--- src/rtl/byte_frame_arbiter_pkg.sv ---
// Shared types and constants for the two-requester byte frame arbiter.
package byte_frame_arbiter_pkg;

    localparam int NBYTES = 7;
    localparam int BYTE_W = 8;
    localparam int BUF_W  = NBYTES * BYTE_W;
    localparam int IDX_W  = 3;
    localparam logic [IDX_W-1:0] LAST_IDX = IDX_W'(NBYTES - 1);

    typedef enum logic [1:0] {
        IDLE  = 2'd0,
        LOAD  = 2'd1,
        DRAIN = 2'd2
    } state_t;

endpackage

--- src/rtl/byte_frame_arbiter_buf.sv ---
// 56-bit byte shift register: new bytes enter at [7:0], oldest byte sits at [55:48].
module byte_shift_buf
    import byte_frame_arbiter_pkg::*;
(
    input  logic              clk,
    input  logic              rst_n,
    input  logic              clr,
    input  logic              load_en,
    input  logic [BYTE_W-1:0] din,
    input  logic [IDX_W-1:0]  sel,
    output logic [BYTE_W-1:0] dout
);

    logic [BUF_W-1:0] sbuf;

    always_ff @(posedge clk) begin
        if (!rst_n || clr) begin
            sbuf <= '0;
        end else if (load_en) begin
            sbuf <= {sbuf[BUF_W-BYTE_W-1:0], din};
        end
    end

    // Selects beyond the frame read as zero rather than aliasing.
    always_comb begin
        dout = '0;
        if (sel < IDX_W'(NBYTES)) begin
            dout = sbuf[sel*BYTE_W +: BYTE_W];
        end
    end

endmodule

--- src/rtl/byte_frame_arbiter.sv ---
// Grants a shared 7-byte frame buffer to one of two byte requesters, loads a frame, then drains it.
module byte_frame_arbiter
    import byte_frame_arbiter_pkg::*;
(
    input  logic              clk,
    input  logic              rst_n,
    input  logic              req0_valid,
    input  logic [BYTE_W-1:0] req0_data,
    output logic              req0_ready,
    input  logic              req1_valid,
    input  logic [BYTE_W-1:0] req1_data,
    output logic              req1_ready,
    input  logic              flush,
    output logic              out_valid,
    output logic [BYTE_W-1:0] out_data,
    output logic              out_last,
    input  logic              out_ready,
    output logic              owner,
    output logic              busy,
    output logic [7:0]        frame_cnt
);

    state_t           state;
    logic [IDX_W-1:0] idx;
    logic [IDX_W-1:0] rd;
    logic             prio;

    logic              in_load;
    logic              in_drain;
    logic              owner_valid;
    logic [BYTE_W-1:0] owner_data;
    logic              accept;
    logic              buf_clr;

    assign in_load     = (state == LOAD);
    assign in_drain    = (state == DRAIN);
    assign owner_valid = owner ? req1_valid : req0_valid;
    assign owner_data  = owner ? req1_data  : req0_data;
    assign accept      = in_load && !flush && owner_valid;
    assign buf_clr     = flush && (state != IDLE);

    // Readies and out_valid come from registered state (plus the flush kill), never from valid/ready inputs.
    assign req0_ready = in_load && !owner && !flush;
    assign req1_ready = in_load &&  owner && !flush;
    assign out_valid  = in_drain;
    assign out_last   = in_drain && (rd == '0);
    assign busy       = (state != IDLE);

    byte_shift_buf u_buf (
        .clk     (clk),
        .rst_n   (rst_n),
        .clr     (buf_clr),
        .load_en (accept),
        .din     (owner_data),
        .sel     (rd),
        .dout    (out_data)
    );

    always_ff @(posedge clk) begin
        if (!rst_n) begin
            state     <= IDLE;
            idx       <= '0;
            rd        <= '0;
            prio      <= 1'b0;
            owner     <= 1'b0;
            frame_cnt <= '0;
        end else begin
            case (state)
                IDLE: begin
                    if (!flush && (req0_valid || req1_valid)) begin
                        owner <= (req0_valid && req1_valid) ? prio : req1_valid;
                        state <= LOAD;
                        idx   <= '0;
                    end
                end
                LOAD: begin
                    if (flush) begin
                        state <= IDLE;
                        idx   <= '0;
                        rd    <= '0;
                    end else if (accept) begin
                        if (idx == LAST_IDX) begin
                            state <= DRAIN;
                            idx   <= '0;
                            rd    <= LAST_IDX;
                        end else begin
                            idx <= idx + IDX_W'(1);
                        end
                    end
                end
                DRAIN: begin
                    if (flush) begin
                        state <= IDLE;
                        idx   <= '0;
                        rd    <= '0;
                    end else if (out_ready) begin
                        if (rd == '0) begin
                            state     <= IDLE;
                            frame_cnt <= frame_cnt + 8'd1;
                            prio      <= ~owner;
                        end else begin
                            rd <= rd - IDX_W'(1);
                        end
                    end
                end
                default: state <= IDLE;
            endcase
        end
    end

endmodule

--- config.mk ---
export PLATFORM = sky130hd
export DESIGN_NAME = byte_frame_arbiter
export DESIGN_NICKNAME = d
export VERILOG_FILES = /design/src/rtl/byte_frame_arbiter_pkg.sv /design/src/rtl/byte_frame_arbiter_buf.sv /design/src/rtl/byte_frame_arbiter.sv
export SDC_FILE = /design/constraint.sdc
export NUM_CORES = 1
export LEC_CHECK = 0
export BUFFER_PORTS_ARGS = -buffer_cell sky130_fd_sc_hd__buf_2
export CORE_ASPECT_RATIO = 0.9
export CORE_MARGIN = 8
export CORE_UTILIZATION = 55
export CTS_BUF_LIST = sky130_fd_sc_hd__clkbuf_4
export CTS_CLUSTER_SIZE = 40
export DETAILED_ROUTE_END_ITERATION = 10
export GPL_TIMING_DRIVEN = 1
export PLACE_DENSITY_LB_ADDON = 0.12
export SKIP_LAST_GASP = 1
export SLEW_MARGIN = 20
export SYNTH_ARGS = -nofsm -noshare
export SYNTH_HDL_FRONTEND = slang
export SYNTH_SLANG_ARGS = --single-unit
--- constraint.sdc ---
create_clock -name clk -period 4.8 [get_ports clk]
set_clock_uncertainty 0.1 [all_clocks]
set_input_delay 0.96 -clock clk [delete_from_list [all_inputs] [get_ports clk]]
set_output_delay 0.96 -clock clk [all_outputs]
set_load 0.05 [all_outputs]
== After elaboration in Yosys (flattened, before gate mapping) ==
Cells that the tools add are included.
Word-level totals
  register bits after elaboration: 74
  word-level logic and storage cells: 74
Operators by class
  add/subtract/negate cells: 3
  $lt $le $gt $ge: 1
  eq/ne operators: 10
  shifts and indexed selects: 1
  multiplexer cells: 25
  bitwise operators: 2
  reduce and logical (&&, ||, !) cells: 25
Operator list (count)
  $shiftx 56x7->8: 1
  $mux 3: 11
  $mux 8: 2
  $mux 2: 7
  $logic_and 1x1->1: 10
  $reduce_and 5->1: 2
  $ne 3x2->1 const B: 3
  $pmux 3 s3: 1
  $add 8x1->8 const B: 1
  $reduce_and 4->1: 2
  $ne 3x3->1 const B: 2
  $pmux 2 s3: 1
  $pmux 3 s2: 1
  $ne 2x2->1 const B: 2
  $reduce_bool 2->1: 2
  $add 3x1->3 const B: 1
  $eq 3x3->1 const B: 1
  $logic_not 1->1: 3
  $logic_not 3->1: 1
  $lt 3x3->1 const B: 1
  $reduce_bool 3->1: 1
  $sub 3x1->3 const B: 1
  $eq 2x1->1 const B: 1
  $eq 2x2->1 const B: 1
  5 further kinds: 8

== Logic depth before layout (Yosys ltp) ==
  depth in word-level cells: 6
  mapped depth: 9
  gate-level depth less buffers: 6

== Cells and area by module ==
From an unflattened synthesis, not the netlist that was laid out.
Unflattened totals
  cell total of the unflattened synthesis: 365
  area total of the unflattened synthesis: 3622.2 um^2
By module, submodules not included
  byte_shift_buf: times used 1, cells an instance 239, area each 2518.7 um^2, seq. area each 1121.1 um^2
  byte_frame_arbiter: times used 1, cells an instance 126, area each 1103.6 um^2, seq. area each 360.3 um^2

== Worst setup path before layout ==
OpenSTA, ideal clock, no wires.
  kind: input to output
  start point: in flush
  end point: out req0_ready
  arrival time: 1.952 ns
  data required time: 3.740 ns
  setup slack: 1.788 ns
  stages: 3
  path buffers: 1
  cells stage by stage: buf_4 > nand2b_1 > nor2_1
Between the ends
  cells in the longest elaborated chain, start to end: 2
RTL lines
  start: declaration: line byte_frame_arbiter.sv:13  | input logic flush,
  $logic_not 1->1: line byte_frame_arbiter.sv:43  | assign req0_ready = in_load && !owner && !flush;
  $logic_and 1x1->1: line byte_frame_arbiter.sv:43
  end: declaration: line byte_frame_arbiter.sv:9  | output logic req0_ready,
Every way passes these cells.

== Final worst setup path ==
  start point: reg rd[0]
  end point: out out_data[6]
Between the ends
  cells in the longest elaborated chain, start to end: 2
  elaborated cells on any way between the ends: 3
  classes of those cells: 1 x order compare; 1 x shift; 1 x mux
RTL lines
  start: declaration: line byte_frame_arbiter.sv:25  | logic [IDX_W-1:0] rd;
  start signal: assignment: line byte_frame_arbiter.sv:102  | rd <= rd - IDX_W'(1);
  $shiftx 56x7->8 / $lt 3x3->1 (equally long branches): line byte_frame_arbiter_buf.sv:28, byte_frame_arbiter_buf.sv:27
  $mux 8 *: line byte_frame_arbiter_buf.sv:27  | if (sel < IDX_W'(NBYTES)) begin
  end: declaration: line byte_frame_arbiter.sv:15  | output logic [BYTE_W-1:0] out_data,
Mark *: on every way between the ends. The rest lies on a longest branch, timed or not.

==> run_results.csv <==
group,metric,value,unit
outcome,outcome,"completed",
setup_path,arrival,2360,ps
floorplan,die_h,91.8,um
routing,drcViolationCount,0,
synthesis,synth_nets,453,
floorplan,start_util,57.0,%
pwr,combPwrFrac,32.7,%
clocking,post_cts_resized,0,
synthesis,yosysUniqueCellTypes,43,
clocking,tritoncts,"yes",
pwr,swShare,40.2,%
routing,vias_per_cell,5.49,
pwr,p_clk_share,23.6,%
global_route,grt_usage,17.7,%
synthesis,synth_edf_count,0,
setup_path,critPathLaunchType,"flop",
timing,period_share,71.3,%
synthesis,synth-main-ff-cell,"dfxtp_1",
finish,post-route-util,63.2,%
clocking,cts_root_buf,"clkbuf_4",
setup_path,worstPathRequired,3740,ps
setup_path,path_max_fanout,18,
synthesis,yosysMostFrequentCell,"nand2_1",
setup_path,end_kind,"output pin",
global_route,first_global_vias,2701,
timing,finalHoldViolations,0,
timing,hold_ws,361,ps
synthesis,yosysWarnings,0,
floorplan,die_w,100,um
finish,syn_to_final_growth,10.7,%
synthesis,syn_area,3510,sq um
clocking,cts_num_sinks,74,
clocking,clockBufferDepth,2,
floorplan,dieArea,9190,sq um
synthesis,ys_seq_area_share,42.2,%
global_route,grt_pass1_wl,13200,um
floorplan,design.core.area,6150,sq um
timing,rsz0062_at_grt,"false",
global_route,overflow,0,
clocking,cts-buffers-inserted,9,
timing,maxSlewViolCount,0,
worst_hold_path,hp-class,"reg2reg",
routing,first_pass_iters,4,
clocking,hold_buffers,0,
pwr,p_switching,0.000656,W
global_route,antenna_found_initial,0,
routing,drt-total-wl,7710,um
routing,num_vias,2974,
finish,drive_gt1_share,16.7,%
timing,fmax,0.292,GHz
finish,fill_cells,570,
placement,hpwl,5400,um
finish,diodes,0,
synthesis,synth_common_cells,"nand2_1 (115), dfxtp_1 (74), a21oi_1 (55), clkbuf_1 (21)",
synthesis,synth_top_area_share,42.2,%
finish,stdcell_area,3880,sq um
placement,gp_congestion,0.847,
global_route,grt_max_degree,49,
routing,drt_iter0_drc,199,
floorplan,boundaryPins,44,
pwr,power.internal,0.000978,W
routing,postRouteAntennaNets,0,
pwr,p_seq_share,43.7,%
pwr,power_density,421,nW/um^2
timing,final-setup-viol-count,0,
timing,fin_crit,3420,ps
timing,setup-tns-final,0,ps
pwr,cellLeakagePower,1.34,nW
setup_path,critPathKind,"reg2out",
synthesis,synthCells,423,
synthesis,synth-async-reset-ratio,0,%
timing,slew_headroom,40.9,%
clocking,htreeDepth,3,
synthesis,synth_top_cell_by_area,"dfxtp_1",
timing,worstMarginPinSlew,885,ps
clocking,clk_pin_slew,130,ps
placement,port-buffer-count,43,
job,maxCapViolCount,0,
synthesis,syn_area_per_cell,8.29,sq um
placement,postPlaceCellArea,3740,sq um
finish,fin_nets,480,
synthesis,synth_area_leaders,"dfxtp_1 (42%), nand2_1 (12%), a21oi_1 (7.8%)",
routing,wl_per_cell,14.2,um
floorplan,fp-row-count,27,
synthesis,synth_seq_cells,74,
pwr,irDropWorstVdd,0.204,mV
clocking,postCtsSetupRepairBufs,0,
clocking,clkLatencyLatePin,410,ps
final timing paths:
check | start | end | slack [ps] | cells after the start
worst min register to register | u_buf.sbuf[19] | u_buf.sbuf[27] | 360 | 2
worst min-delay path | u_buf.sbuf[19] | u_buf.sbuf[27] | 360 | 2
worst max register to register | owner | u_buf.sbuf[6] | 2310 | 5
worst max-delay path | rd[0] | out_data[6] | 1380 | 3
state kept, by name (all words and copies together) (netlist names):
register	flops
u_buf.sbuf	56
prio	1
frame_cnt	8
owner	1
state	2
idx	3
rd	3
per-stage QoR:
step / power (W) / cells / setup WS, ps
after detailed placement: 0.00126 / 526 / 1780
final: 0.00163 / 542 / 1380
after global routing: 0.00173 / 542 / 1130
after CTS: 0.00164 / 542 / 1330
after global placement: 0.00126 / 526 / 1790
after floorplan: 0.00114 / 423 / 1790
metal layers:
metal  vias to the layer above  global-route usage (%)  part of all wire [%]
met3                         4                    5.74                   6.3
li1                       1515                       -                     -
met2                        72                    24.5                    44
met5                         -                       0                     0
met1                      1383                    25.5                    49
met4                         0                    4.91                  0.77
cells in the final DEF, fill, tap and decap left out, types with 8 or more instances in the layout:
cell      instances
buf_2            43
a211oi_1          9
inv_1             9
a21oi_1          55
mux2i_1          19
o221ai_1          8
ha_1              8
nand2b_1          9
o21a_1            8
nand2_1         115
clkbuf_4         10
nor2_1           19
dfxtp_1          73
mux4_2            8
critical path, stage by stage, from the launching register on:
cell and delay (ps):
dfxtp_1 920, mux4_2 600, o21a_1 200, buf_2 220
power by group through the flow:
stage / logic [W] / registers (W) / clock network, W
finish: 0.000534 / 0.000713 / 0.000386
global route: 0.000581 / 0.000722 / 0.000430
CTS: 0.000536 / 0.000713 / 0.000395
detailed placement: 0.000533 / 0.000726 / 0
global placement: 0.000531 / 0.000725 / 0
floorplan: 0.000465 / 0.000674 / 0
kinds of logic after synthesis:
kind of cell	after synthesis	share of synthesized area, %
AND/OR/NAND/NOR	167	20.1
buffers and inverters	41	4.74
multiplexers	28	11.0
adder cells (fa/ha/maj)	8	2.85
AO/OA/AOI/OAI	100	17.9
XOR/XNOR	5	1.25
flip-flops	74	42.2
final cells by class:
| type | instances | area [sq um] | share of cell area, % |
|---|---|---|---|
| clock buffers | 10 | 75.1 | 1.93 |
| well taps | 87 | 109 | 2.80 |
| inverters | 9 | 33.8 | 0.870 |
| repair buffers | 48 | 253 | 6.51 |
| multi-input cells | 308 | 1860 | 48.0 |
| flip-flops and latches | 74 | 1480 | 38.2 |
| clock inverters | 6 | 66.3 | 1.71 |
(Power assumes the default switching activity.)
